--- src/rtl/seq_shift_add_mult.sv ---
// Unsigned radix-2 shift-add sequential multiplier with start/ready/done handshake.
// Optional macro MULT_EARLY_EXIT_EN ends CALC once the remaining multiplier bits are all zero.
module seq_shift_add_mult #(
  parameter int unsigned WIDTH = 16
) (
  input  logic                 clk,
  input  logic                 rst,
  input  logic                 start,
  input  logic [WIDTH-1:0]     a_in,
  input  logic [WIDTH-1:0]     b_in,
  output logic                 ready,
  output logic                 done,
  output logic [2*WIDTH-1:0]   product
);

  localparam int unsigned CNT_W = $clog2(WIDTH + 1);

  typedef enum logic [0:0] {StIdle, StCalc} state_e;

  state_e               r_state, w_state_nxt;
  logic [2*WIDTH-1:0]   r_acc, w_acc_nxt;
  logic [2*WIDTH-1:0]   r_mcand, w_mcand_nxt;
  logic [2*WIDTH-1:0]   r_product, w_product_nxt;
  logic [WIDTH-1:0]     r_mplier, w_mplier_nxt;
  logic [CNT_W-1:0]     r_cnt, w_cnt_nxt;
  logic                 r_done, w_done_nxt;

  logic [2*WIDTH-1:0]   w_acc_sum;
  logic [WIDTH-1:0]     w_mplier_shr;
  logic                 w_last;

  assign w_acc_sum    = r_acc + (r_mplier[0] ? r_mcand : '0);
  assign w_mplier_shr = r_mplier >> 1;

`ifdef MULT_EARLY_EXIT_EN
  // No set bits left after this shift: the remaining iterations would add nothing.
  assign w_last = (r_cnt == CNT_W'(WIDTH - 1)) || (w_mplier_shr == '0);
`else
  assign w_last = (r_cnt == CNT_W'(WIDTH - 1));
`endif

  always_comb begin
    w_state_nxt   = r_state;
    w_acc_nxt     = r_acc;
    w_mcand_nxt   = r_mcand;
    w_mplier_nxt  = r_mplier;
    w_cnt_nxt     = r_cnt;
    w_product_nxt = r_product;
    w_done_nxt    = 1'b0;
    unique case (r_state)
      StIdle: begin
        if (start) begin
          w_mcand_nxt  = {{WIDTH{1'b0}}, a_in};
          w_mplier_nxt = b_in;
          w_acc_nxt    = '0;
          w_cnt_nxt    = '0;
          w_state_nxt  = StCalc;
        end
      end
      StCalc: begin
        w_acc_nxt    = w_acc_sum;
        w_mcand_nxt  = r_mcand << 1;
        w_mplier_nxt = w_mplier_shr;
        w_cnt_nxt    = r_cnt + 1'b1;
        if (w_last) begin
          w_product_nxt = w_acc_sum;
          w_done_nxt    = 1'b1;
          w_state_nxt   = StIdle;
        end
      end
      default: w_state_nxt = StIdle;
    endcase
  end

  always_ff @(posedge clk) begin
    if (rst) begin
      r_state   <= StIdle;
      r_acc     <= '0;
      r_mcand   <= '0;
      r_mplier  <= '0;
      r_cnt     <= '0;
      r_product <= '0;
      r_done    <= 1'b0;
    end else begin
      r_state   <= w_state_nxt;
      r_acc     <= w_acc_nxt;
      r_mcand   <= w_mcand_nxt;
      r_mplier  <= w_mplier_nxt;
      r_cnt     <= w_cnt_nxt;
      r_product <= w_product_nxt;
      r_done    <= w_done_nxt;
    end
  end

  assign ready   = (r_state == StIdle);
  assign done    = r_done;
  assign product = r_product;

endmodule

--- config.mk ---
export PLATFORM = sky130hd
export DESIGN_NAME = seq_shift_add_mult
export DESIGN_NICKNAME = d
export VERILOG_FILES = /design/src/rtl/seq_shift_add_mult.sv
export SDC_FILE = /design/constraint.sdc
export NUM_CORES = 1
export LEC_CHECK = 0
export CAP_MARGIN = 20
export CORE_MARGIN = 5
export CORE_UTILIZATION = 47
export CTS_CLUSTER_DIAMETER = 30
export CTS_CLUSTER_SIZE = 20
export DETAILED_ROUTE_END_ITERATION = 6
export GPL_ROUTABILITY_DRIVEN = 1
export PLACE_DENSITY_LB_ADDON = 0.12
export REMOVE_ABC_BUFFERS = 1
export SETUP_SLACK_MARGIN = 0.2
export SLEW_MARGIN = 20
export SYNTH_ARGS = -nofsm -noshare
export SYNTH_HDL_FRONTEND = slang
export SYNTH_SLANG_ARGS = --single-unit
--- constraint.sdc ---
create_clock -name clk -period 8.4 [get_ports clk]
set_input_delay 0.84 -clock clk [delete_from_list [all_inputs] [get_ports clk]]
set_output_delay 0.84 -clock clk [all_outputs]
set_load 0.02 [all_outputs]
; ---- After elaboration in Yosys (flattened, before gate mapping)
; Index checks and enable logic that the tools add are counted.
[totals]
reg_bits = 119
[op_classes]
addsub = 2
n_eq_ne = 2
n_mux = 13
bitwise = 1
reduce_logical = 2
[ops]
columns = operator, count
row1 = 32-bit case mux with 2 select lines, 2
row2 = 32-bit 2-to-1 mux, 3
row3 = 32-bit adder, 1
row4 = 16-bit case mux with 2 select lines, 1
row5 = 16-bit 2-to-1 mux, 1
row6 = 5-bit case mux with 2 select lines, 1
row7 = "5-bit by 1-bit adder with 5-bit output, second input constant", 1
row8 = "5-bit by 4-bit == test with 1-bit output, second input constant", 1
row9 = 5-bit 2-to-1 mux, 1
row10 = 1-bit 2-to-1 mux, 3
row11 = "2-bit inequality test, second input constant", 1
row12 = 1-bit case mux with 2 select lines, 1
row13 = 2-bit AND reduction, 1
row14 = 2-bit OR reduction, 1
row15 = 1-bit inverter, 1

; ---- Logic depth before layout (Yosys ltp)
; Gate-level depths: netlist (run 1).
[depth]
ltp_word = 3
ltp_mapped = 11
ltp_nobuf = 10

; ---- Least setup slack after synthesis (run 1)
; OpenSTA, ideal clock, no wires.
[synth_path]
path_kind = register to register
startpoint = reg r_mplier[0]
endpoint = reg r_product[27], in the netlist product[27]
setup_ps = 117
t_arrival_ps = 2584
setup_slack_ps = 5698
path_stages_with_launch = 12
path_buffers = 2
period_less_slack_ps = 2702
path_cell_list = dfxtp_1 > clkbuf_1 > and2_1 > ha_1 > buf_6 > a21o_1 > a21o_1 > a211oi_4 > a21o_2 > a211oi_1 > or3_1 > a32o_1
[synth_via]
elab_chain_len = 2
[synth_rtl]
columns = item, line_no
row1 = start: declaration, 24  ; logic [WIDTH-1:0] r_mplier, w_mplier_nxt;
row2 = start signal: assignment, 88  ; r_mplier <= w_mplier_nxt;
row3 = 32-bit 2-to-1 mux, 32  ; assign w_acc_sum = r_acc + (r_mplier[0] ? r_mcand : '0);
row4 = 32-bit adder, 32
row5 = end signal: assignment, 90  ; r_product <= w_product_nxt;
row6 = end: declaration, 23  ; logic [2*WIDTH-1:0] r_product, w_product_nxt;
; Every way passes these cells.
; A chain may end at the register's enable or synchronous reset.

; ---- Worst setup path in the final report (run 1)
[layout_path]
startpoint = reg r_mplier[0]
endpoint = reg r_product[25], in the netlist product[25]
; Same word-level chain as after synthesis.

==> impl_results.md, run 1 <==
- Num CTS Buffers: 17
- TritonCTS Sinks: 119
- Worst min path class: flip-flop to flip-flop
- Largest net degree at the start of global routing: between 70 and 80
- Worst vdd ir: 0.124 mV
- Syn-to-layout area delta: 20.4%
- Die Wd: 130 um
- Pwr Density: 179 mW/mm^2
- Final worst clock skew: 0.00699 ns
- Setup ws final: 5.25 ns
- Largest area contributor in the netlist: dfxtp_1
- Setup Viol. Count Final: 0
- Drt first pass iters: 5
- Top cells by area, synth: dfxtp_1 35%, a21oi_1 8.0%, nor2_1 6.6%
- Startpoint Class: flip-flop
- Row cnt: 43
- Max-cap violations: 0
- Status: complete, no violations
- Synthesized instance count: 849
- Final hold vios: 0
- Post-synth EDFFs: 0
- Unrepaired setup endpoints after global routing: no
- DIE HEIGHT: 130 um
- R2R Setup Slk: ~5.2 ns
- Clock Latency Late Sink: 0.42 ns
- Final setup TNS: 0 ns
- Post-synth top cells: 119 x dfxtp_1, 119 x nor2_1, 108 x a21oi_1
- Detail Route Antenna Nets: 0
- Initial antenna violation count: 0
- Worst endpoint data arrival time: ~3.5 ns
- Leakage power total: 3.34 nW
- Fmax: approximately 0.32 GHz
- # diodes: 0
- Slew Limit Fails: 0
- Starting Density: 48.2%
- IO buf count: 68
- Worst EP required: about 8.7 ns
- I/O pins: slightly below 70
- Minimum clock period: roughly 3.2 ns
- Global-route usage over all layers: 21.4%
- GPL Wtd Cong: 0.922
- Main synth FF type: dfxtp_1
- Mapped Avg Cell Area: a little under 8 sq um
- Critical path launch point: r_mplier[0]
- Final Non-Filler Cells: 1081
- Fin nets: 957
- Die ar.: between 0.015 and 0.02 sq mm
- Tightest Pin Transition: 0.890 ns
- Post-layout util: approximately three fifths
- First-pass GRT wire length: 29000 um
- Yosys reg bits: between 100 and 150
- Asr flop ratio synth: 0%
- CTS HTree Levels: 4
- Vias: 6270
- Setup CP Type: flip-flop to flip-flop
- CTS Hold Bufs: 0
- Sequential share of the synthesized area: 35.4%
- Final clock period utilization by the worst path: between 30% and 40%
- CTS tree: yes
- Vias in the first global route: around 5900
- Crit. End Element: flip-flop
- Initial DRC count: 477
- CTS resizes: 0
- DRC: 0
- Pre-CTS WS: 4.90 ns
- Reg clk slew, reported paths: 0.05 ns
- Overflow left after global routing: 0
- Buffer count from post-CTS setup fixing: 0
- Worst r2r src: r_mplier[0]
- Aggregate routed wire length: between 15000 and 20000 um
- Distinct cells, synth: roughly 70
- Synth top area share: 35.4%
- Hold slack final: approximately 0.45 ns
- HPWL after DPL: 12100 um
- CTS max path bufs: 2
- Crit Path Max Fanout: 33
- Core Region: between 0.01 and 0.015 sq mm
- DR vias/cell: 5.80
- Fraction of layout cells with a size suffix above 1: 5.66%
- Placed Cells: 1049
- Mapped cell area: 0.00672 sq mm
- Root buffer cell: clkbuf_16
- Synth warn: 0
- HP Start: product[11]
- Max-Slew Margin vs Limit: 40.7%
- Wire per inst: 16.4 um
## logic make-up after synthesis
logic type,after synthesis,synth area share (%)
flops,119,35.4
mux,35,5.21
buf+inv,69,4.04
compound gates,232,21.6
simple gates,342,24.9
xor+xnor,18,2.35
fa+ha+maj,34,6.44
## layout by cell type, fill, tap and decap left out, types with 5 or more instances in the layout
cell type / count
or3_1: 8
and2_1: 34
and3_1: 9
o211ai_1: 5
mux2i_1: 35
nor2_1: 119
nor3b_1: 30
inv_1: 14
buf_4: 7
a21o_1: 19
a31oi_1: 9
xor2_1: 7
a21oi_1: 108
clkdlybuf4s50_1: 66
a211oi_1: 5
nor3_1: 15
nand3_1: 24
a21boi_0: 5
nand2_1: 70
ha_1: 33
nand4_1: 13
clkbuf_16: 17
xnor2_1: 11
o21a_1: 5
o21ai_0: 30
a32o_1: 5
dfxtp_1: 117
## flip-flops by register name (all words and copies together) (netlist names)
| signal | flops |
|---|---|
| product | 32 |
| r_acc | 32 |
| r_mcand | 32 |
| r_mplier | 16 |
| r_cnt | 5 |
| done | 1 |
| r_state | 1 |
## cell type report
class | instances | area (sq um)
fill | 1285 | 5840
multi-input combinational | 661 | 4070
sequential | 119 | 2390
timing repair buffer | 75 | 723
clock buffer | 24 | 492
tap | 180 | 225
clock inverter | 8 | 143
inverter | 14 | 52.6
## routing by layer
layer / routed length (um) / global-route usage (%)
met5: 0 / 0
met3: 1020 / 4.70
met4: 349 / 7.82
met1: 8430 / 29.5
met2: 7880 / 33.1
## worst max-delay path, stage by stage, from the launching register on
cell       delay (ns)
dfxtp_2          0.70
and2_1           0.21
ha_1             0.31
a21oi_1          0.25
nand2_1          0.11
a21o_1           0.29
a2111oi_1        0.56
a21oi_2          0.21
xnor2_1          0.18
a211oi_1         0.23
## power by group
group          switching (mW)  leakage (nW)  internal, mW
combinational          0.0472          2.06        0.0351
clock                   0.249         0.310         0.526
sequential             0.0145         0.965         0.576
total                   0.310          3.34          1.14
## through the flow
step                      area, sq um  total power [mW]
after floorplan                  6500             0.637
after global placement           7460             0.682
after detailed placement         7460             0.685
after CTS                        8090              1.46
after global routing             8090              1.50
final                            8090              1.45
## worst paths after layout
check	cells after the start	to
max	9	product[25]
min	2	product[11]
max reg2reg	9	product[25]
min reg2reg	2	product[11]
Note: power is estimated with default switching activity, not from simulation.
==> inputs of run 2 (changes only) <==
- clock period: 8.4 -> 2.89 ns (I/O delays scaled with it)
==> run 2 against run 1 <==
Power rose to 2.7 times the previous value. First-iteration DRC count is 0.84% higher. Routed wire length up 12%. Clock power up 150%. Critical path type unchanged. Die area is the same. Register-to-register slack worse by 5.0 ns. Critical endpoint is now r_acc[13]. Maximum frequency grew 19%. Flip-flop and latch count is the same. Non-clock buffer count grew 61.
==> impl_results.md, run 2 (synthesized netlist as in run 1, its figures left out) <==
- Internal power: 2.92 mW (+160%)
- R2R Setup Slk: 0.24 ns (-5.00 ns)
- Slew Limit Fails: 0 (unchanged)
- Filler cell count: 1194 (-7.1%)
- Area occupied by multi-input gates: 0.00451 sq mm (+11%)
- Most common cell after layout, fill and taps aside: nor2_1
- Wire per inst: 17.3 um (+5.7%)
- CTS max path bufs: 2 (unchanged)
- Crit Path Max Fanout: 11 (-67%)
- Worst min path class: input pin to flip-flop
- DRC: 0 (unchanged)
- Max-cap violations: 0 (unchanged)
- Post-layout util: 64.1% (+6.0 points)
- Hold EP: r_acc[24]
- Seq pwr share: 43.7% (+2.9 points)
- Hold path cells: 4 (+2)
- Startpoint Class: flip-flop
- Pre-CTS WS: -0.0704 ns (-4.97 ns)
- Die ar.: 0.0168 sq mm (unchanged)
- Syn-to-layout area delta: 32.8%
- FF+latch area: 0.00239 sq mm (about the same)
- I/O pins: 69 (unchanged)
- Worst endpoint data arrival time: 3.01 ns (-0.47 ns)
- Global-route usage over all layers: 23.5% (+2.1 points)
- TritonCTS Sinks: 119 (unchanged)
- HP Start: rst
- Leakage power total: 3.58 nW (+7.2%)
- # diodes: 0 (unchanged)
- Setup ws final: 0.241 ns (-5.00 ns)
- Gate power share: 7.0% (+1.3 points)
- Num CTS Buffers: 17 (unchanged)
- Worst vdd ir: 0.335 mV (+170%)
- Fmax: 0.377 GHz (+19%)
- Clock Latency Late Sink: 0.42 ns (about the same)
- First-pass GRT wire length: 31500 um (+8.6%)
- Fin nets: 1018 (+6.4%)
- Row cnt: 43 (unchanged)
- Worst r2r src: r_mplier[0]
- Most frequent cells in the layout: 118 x nor2_1, 116 x dfxtp_1, 100 x a21oi_1
- Root buffer cell: clkbuf_16
- DIE HEIGHT: 130 um (unchanged)
- Total power: 3.90 mW (+170%)
- Worst reg-to-reg path cell count: 10 (+1)
- Vias: 6557 (+4.6%)
- CTS tree: yes
- Tightest Pin Transition: 0.606 ns (-0.284 ns)
- RR Endpoint: r_acc[13]
- Unrepaired setup endpoints after global routing: yes
- Reg clk slew, reported paths: 0.06 ns (about the same)
- Overflow left after global routing: 0 (unchanged)
- Max-Slew Margin vs Limit: 59.4% (+19 points)
- Status: complete, no violations
- IO buf count: 68 (unchanged)
- Initial DRC count: 481 (+0.84%)
- Initial antenna violation count: 0 (unchanged)
- Vias in the first global route: 6233 (+4.8%)
- Fraction of layout cells with a size suffix above 1: 18.3% (+13 points)
- Final worst clock skew: 0.00557 ns (-0.00141 ns)
- Largest net degree at the start of global routing: 65 (-14%)
- Pwr Density: 437 mW/mm^2 (+140%)
- Worst EP required: 3.25 ns (-5.48 ns)
- Core Region: 0.0139 sq mm (unchanged)
- Placed Cells: 1092 (+4.1%)
- Switching Share: 25.0% (+3.6 points)
- Setup Viol. Count Final: 0 (unchanged)
- Die Wd: 130 um (unchanged)
- DR vias/cell: 5.74 (-1.0%)
- HPWL after DPL: 13700 um (+13%)
- Detail Route Antenna Nets: 0 (unchanged)
- Setup CP Type: flip-flop to flip-flop
- Clk pwr share: 49.3% (-4.2 points)
- Final Non-Filler Cells: 1142 (+5.6%)
- P_sw: 977 uW (+210%)
- GPL Wtd Cong: 0.927 (+0.54%)
- Drt first pass iters: 5 (unchanged)
- CTS HTree Levels: 4 (unchanged)
- Aggregate routed wire length: 19700 um (+12%)
- Starting Density: 48.2% (unchanged)
- Final hold vios: 0 (unchanged)
- Crit. End Element: flip-flop
- Minimum clock period: 2.65 ns (-0.505 ns)
- Final clock period utilization by the worst path: 91.7% (+54 points)
run 2: cell count changes in the layout (fill, tap and decap cells not counted), moves of 4 or more:
| cell | previous run | this run |
|---|---|---|
| a21boi_0 | 5 | 1 |
| ha_1 | 33 | 15 |
| a21oi_1 | 108 | 100 |
| ha_4 | 0 | 17 |
| clkinvlp_4 | 1 | 5 |
| a21oi_2 | 1 | 8 |
| and2_1 | 34 | 27 |
| and2_4 | 0 | 7 |
| buf_4 | 7 | 64 |
| bufinv_16 | 4 | 0 |
run 2: routing by layer:
metal	part of all wire, %	track usage [%]	vias to the layer above	wire [um]
li1	-	-	3237	-
met4	1.4	6.11	0	275
met5	0	0	-	0
met3	5.0	4.20	25	995
met1	48	33.4	3123	9450
met2	46	37.1	172	9030
run 2: power groups by stage:
| stage | sequential (mW) | combinational [mW] | clock (mW) |
|---|---|---|---|
| 4_1_cts | 1.70 | 0.269 | 1.94 |
| 2_1_floorplan | 1.75 | 0.105 | 0 |
| 6_report | 1.70 | 0.274 | 1.92 |
| 3_3_place_gp | 1.74 | 0.260 | 0 |
| 5_1_grt | 1.71 | 0.302 | 2.02 |
| 3_5_place_dp | 1.74 | 0.267 | 0 |
run 2: critical path: stages, from the launching register on:
cell	delay [ns]
dfxtp_2	0.34
buf_12	0.14
and2_4	0.14
ha_4	0.23
a21o_1	0.20
a21o_1	0.22
a211oi_4	0.33
a21boi_1	0.17
o21a_1	0.24
or4_1	0.48
nand3_1	0.10
run 2: what timing repair did:
item,CTS,global route
buffers inserted,6,12
gates resized for setup,31,59
pin swaps,11,27
endpoints found under the setup margin,22,42
hold buffers,0,0
cloned,0,0
run 2: area by class of cell:
type | count | share of cell area, %
clock buffers | 20 | 5.12
inverters | 14 | 0.589
clock inverters | 12 | 0.897
well taps | 180 | 2.52
multi-input cells | 661 | 50.5
flip-flops and latches | 119 | 26.8
repair buffers | 136 | 13.6
run 2: stage by stage:
stage               TNS [ns]  hold slack (ns)  cell area (sq um)
detailed placement    -0.139            0.446               7810
global placement      -0.186            0.443               7810
CTS                        0            0.323               8580
floorplan             -59.53            0.358               6500
global route               0            0.363               8930
finish                     0            0.334               8930
run 2: worst max-delay path by stage:
stage / from / to / slack (ns) / depth (start not counted)
after global routing: r_mplier[0] / r_acc[30] / 0.17 / 11
after CTS: r_mplier[0] / r_acc[9] / 0.21 / 10
after global placement: r_mplier[0] / product[30] / -0.10 / 11
after floorplan: r_state / product[9] / -1.85 / 3
final: r_mplier[0] / r_acc[13] / 0.24 / 10
after detailed placement: r_mplier[0] / product[30] / -0.07 / 11
==> inputs of run 3 (changes only) <==
- CORE_UTILIZATION: 47 -> 52
==> run 3 against run 2 <==
Routed wire length decreased by 6.4%. Worst setup slack got worse by 0.075 ns. Clock skew increased by 0.0024 ns. Final area decreased by 1.1%.
==> impl_results.md, run 3 (synthesized netlist as in run 1, its figures left out) <==
- Worst min path class: input pin to flip-flop
- Detail Route Antenna Nets: 0 (unchanged)
- Aggregate routed wire length: 18500 um (-6.4%)
- Most frequent cells in the layout: 118 x nor2_1, 117 x dfxtp_1, 97 x a21oi_1
- Row cnt: 41 (-4.7%)
- Slew Limit Fails: 0 (unchanged)
- Overflow left after global routing: 0 (unchanged)
- Sequence of cells on the critical path: buf_12 > and2_1 > ha_2 > and4_4 > and3_1 > o21ai_4 > a21o_2 > buf_4 > a211oi_1 > o21ai_0 > a32o_1
- CTS HTree Levels: 4 (unchanged)
- CTS Hold Bufs: 0 (unchanged)
- Filler cell count: 1066 (-11%)
- DRC: 0 (unchanged)
- Die Wd: 124 um (-4.5%)
- IO buf count: 68 (unchanged)
- Largest net degree at the start of global routing: 59 (-9.2%)
- Clock Latency Late Sink: 0.42 ns (about the same)
- CTS max path bufs: 2 (unchanged)
- Setup ws final: 0.166 ns (-0.0752 ns)
- Wire per inst: 16.6 um (-4.0%)
- Root buffer cell: clkbuf_16
- Worst EP required: 3.20 ns (-0.05 ns)
- Unrepaired setup endpoints after global routing: yes
- Max-cap violations: 0 (unchanged)
- Syn-to-layout area delta: 31.4%
- Core Region: 0.0127 sq mm (-9.1%)
- Vias: 6447 (-1.7%)
- Global-route usage over all layers: 24.8% (+1.2 points)
- Final worst clock skew: 0.00794 ns (+0.00237 ns)
- Area occupied by multi-input gates: 0.00445 sq mm (-1.3%)
- Minimum clock period: 2.72 ns (+0.0752 ns)
- Vias in the first global route: 6230 (-0.048%)
- Bufs and invs on worst path: 2 (+1)
- Fraction of layout cells with a size suffix above 1: 16.7% (-1.6 points)
- Pwr Density: 482 mW/mm^2 (+10%)
- CP peak stage delay: 0.39 ns (-0.09 ns)
- Crit. End Element: flip-flop
- First-pass GRT wire length: 29900 um (-5.0%)
- Final hold vios: 0 (unchanged)
- CTS tree: yes
- Worst endpoint data arrival time: 3.04 ns (+0.03 ns)
- # diodes: 0 (unchanged)
- Num CTS Buffers: 17 (unchanged)
- Starting Density: 53.0% (+4.8 points)
- Max-Slew Margin vs Limit: 62.6% (+3.2 points)
- Placed Cells: 1066 (-2.4%)
- Most common cell after layout, fill and taps aside: nor2_1
- I/O pins: 69 (unchanged)
- GPL Wtd Cong: 0.931 (+0.51%)
- Fin nets: 997 (-2.1%)
- DR vias/cell: 5.79 (+0.88%)
- Pre-CTS WS: 0.0579 ns (+0.128 ns)
- Drt first pass iters: 5 (unchanged)
- Total power: 4.25 mW (+9.0%)
- DIE HEIGHT: 124 um (-4.5%)
- TritonCTS Sinks: 119 (unchanged)
- Family with the most delay on the worst path: compound AO/OA/AOI/OAI gates
- Setup CP Type: flip-flop to flip-flop
- Status: complete, no violations
- Reg clk slew, reported paths: 0.06 ns (about the same)
- Final clock period utilization by the worst path: 94.3% (+2.6 points)
- Final Non-Filler Cells: 1113 (-2.5%)
- Tightest Pin Transition: 0.562 ns (-0.0444 ns)
- HPWL after DPL: 12300 um (-9.9%)
- Die ar.: 0.0153 sq mm (-8.9%)
- Worst vdd ir: 0.467 mV (+39%)
- Initial DRC count: 447 (-7.1%)
- Setup Viol. Count Final: 0 (unchanged)
- Startpoint Class: flip-flop
- Initial antenna violation count: 0 (unchanged)
- FF+latch area: 0.00239 sq mm (about the same)
- Fmax: 0.367 GHz (-2.8%)
- Crit Path Max Fanout: 16 (+5)
- Slowest stage cell, crit path: ha_2
- Leakage power total: 3.56 nW (-0.61%)
-- run 3: cell count changes in the layout (fill, tap and decap cells not counted), moves of 4 or more --
cell       previous run  this run
ha_2                  1         8
ha_4                 17         9
buf_4                64        43
bufinv_16             0         4
clkinv_2              5         1
-- run 3: report_power, final --
| group | internal [mW] | leakage, nW | switching [mW] |
|---|---|---|---|
| clock | 1.47 | 0.303 | 0.802 |
| combinational | 0.122 | 2.29 | 0.152 |
| sequential | 1.67 | 0.965 | 0.0353 |
-- run 3: final cells by class --
type / instances / area share (%)
flip-flops and latches: 119 / 27.1
repair buffers: 115 / 12.2
well taps: 172 / 2.44
multi-input cells: 661 / 50.4
inverters: 14 / 0.595
clock buffers: 18 / 4.98
clock inverters: 14 / 2.27
-- run 3: what timing repair did --
item,4_1_cts,5_1_grt
pin swaps,8,26
endpoints found under the hold margin,0,0
setup endpoints to repair,33,36
buffers inserted,3,11
resized for setup,26,60
gates cloned,1,0
-- run 3: worst paths after layout --
path                from          end  slack, ns  cells after the start
max reg2reg  r_mplier[0]    r_acc[23]       0.17                     11
min reg2reg  product[12]  product[12]       0.45                      2
min                  rst   r_mcand[1]       0.45                      3
max          r_mplier[0]    r_acc[23]       0.17                     11
-- run 3: metal layers --
layer  routed length (um)  GRT usage [%]
met1                 8490           32.0
met2                 8860           40.9
met3                  821           5.09
met4                  297           8.86
met5                    0              0
-- run 3: metrics by stage --
step | hold slack, ns | setup TNS [ns] | util, % | cell area, sq um
2_1_floorplan | 0.358 | -59.53 | - | 6500
3_3_place_gp | 0.443 | 0 | 60.5 | 7660
3_5_place_dp | 0.448 | 0 | 60.5 | 7660
4_1_cts | 0.442 | 0 | 66.9 | 8480
5_1_grt | 0.474 | 0 | 69.7 | 8830
6_report | 0.450 | 0 | 69.7 | 8830
-- run 3: worst reg2reg max path, delay by kind of cell (launching register included) --
kind / cells / cell delay (ns)
flip-flops: 1 / 0.36
AO/OA/AOI/OAI: 5 / 0.96
buffers and inverters: 2 / 0.29
adder cells (fa/ha/maj): 1 / 0.39
AND/OR/NAND/NOR: 3 / 0.62
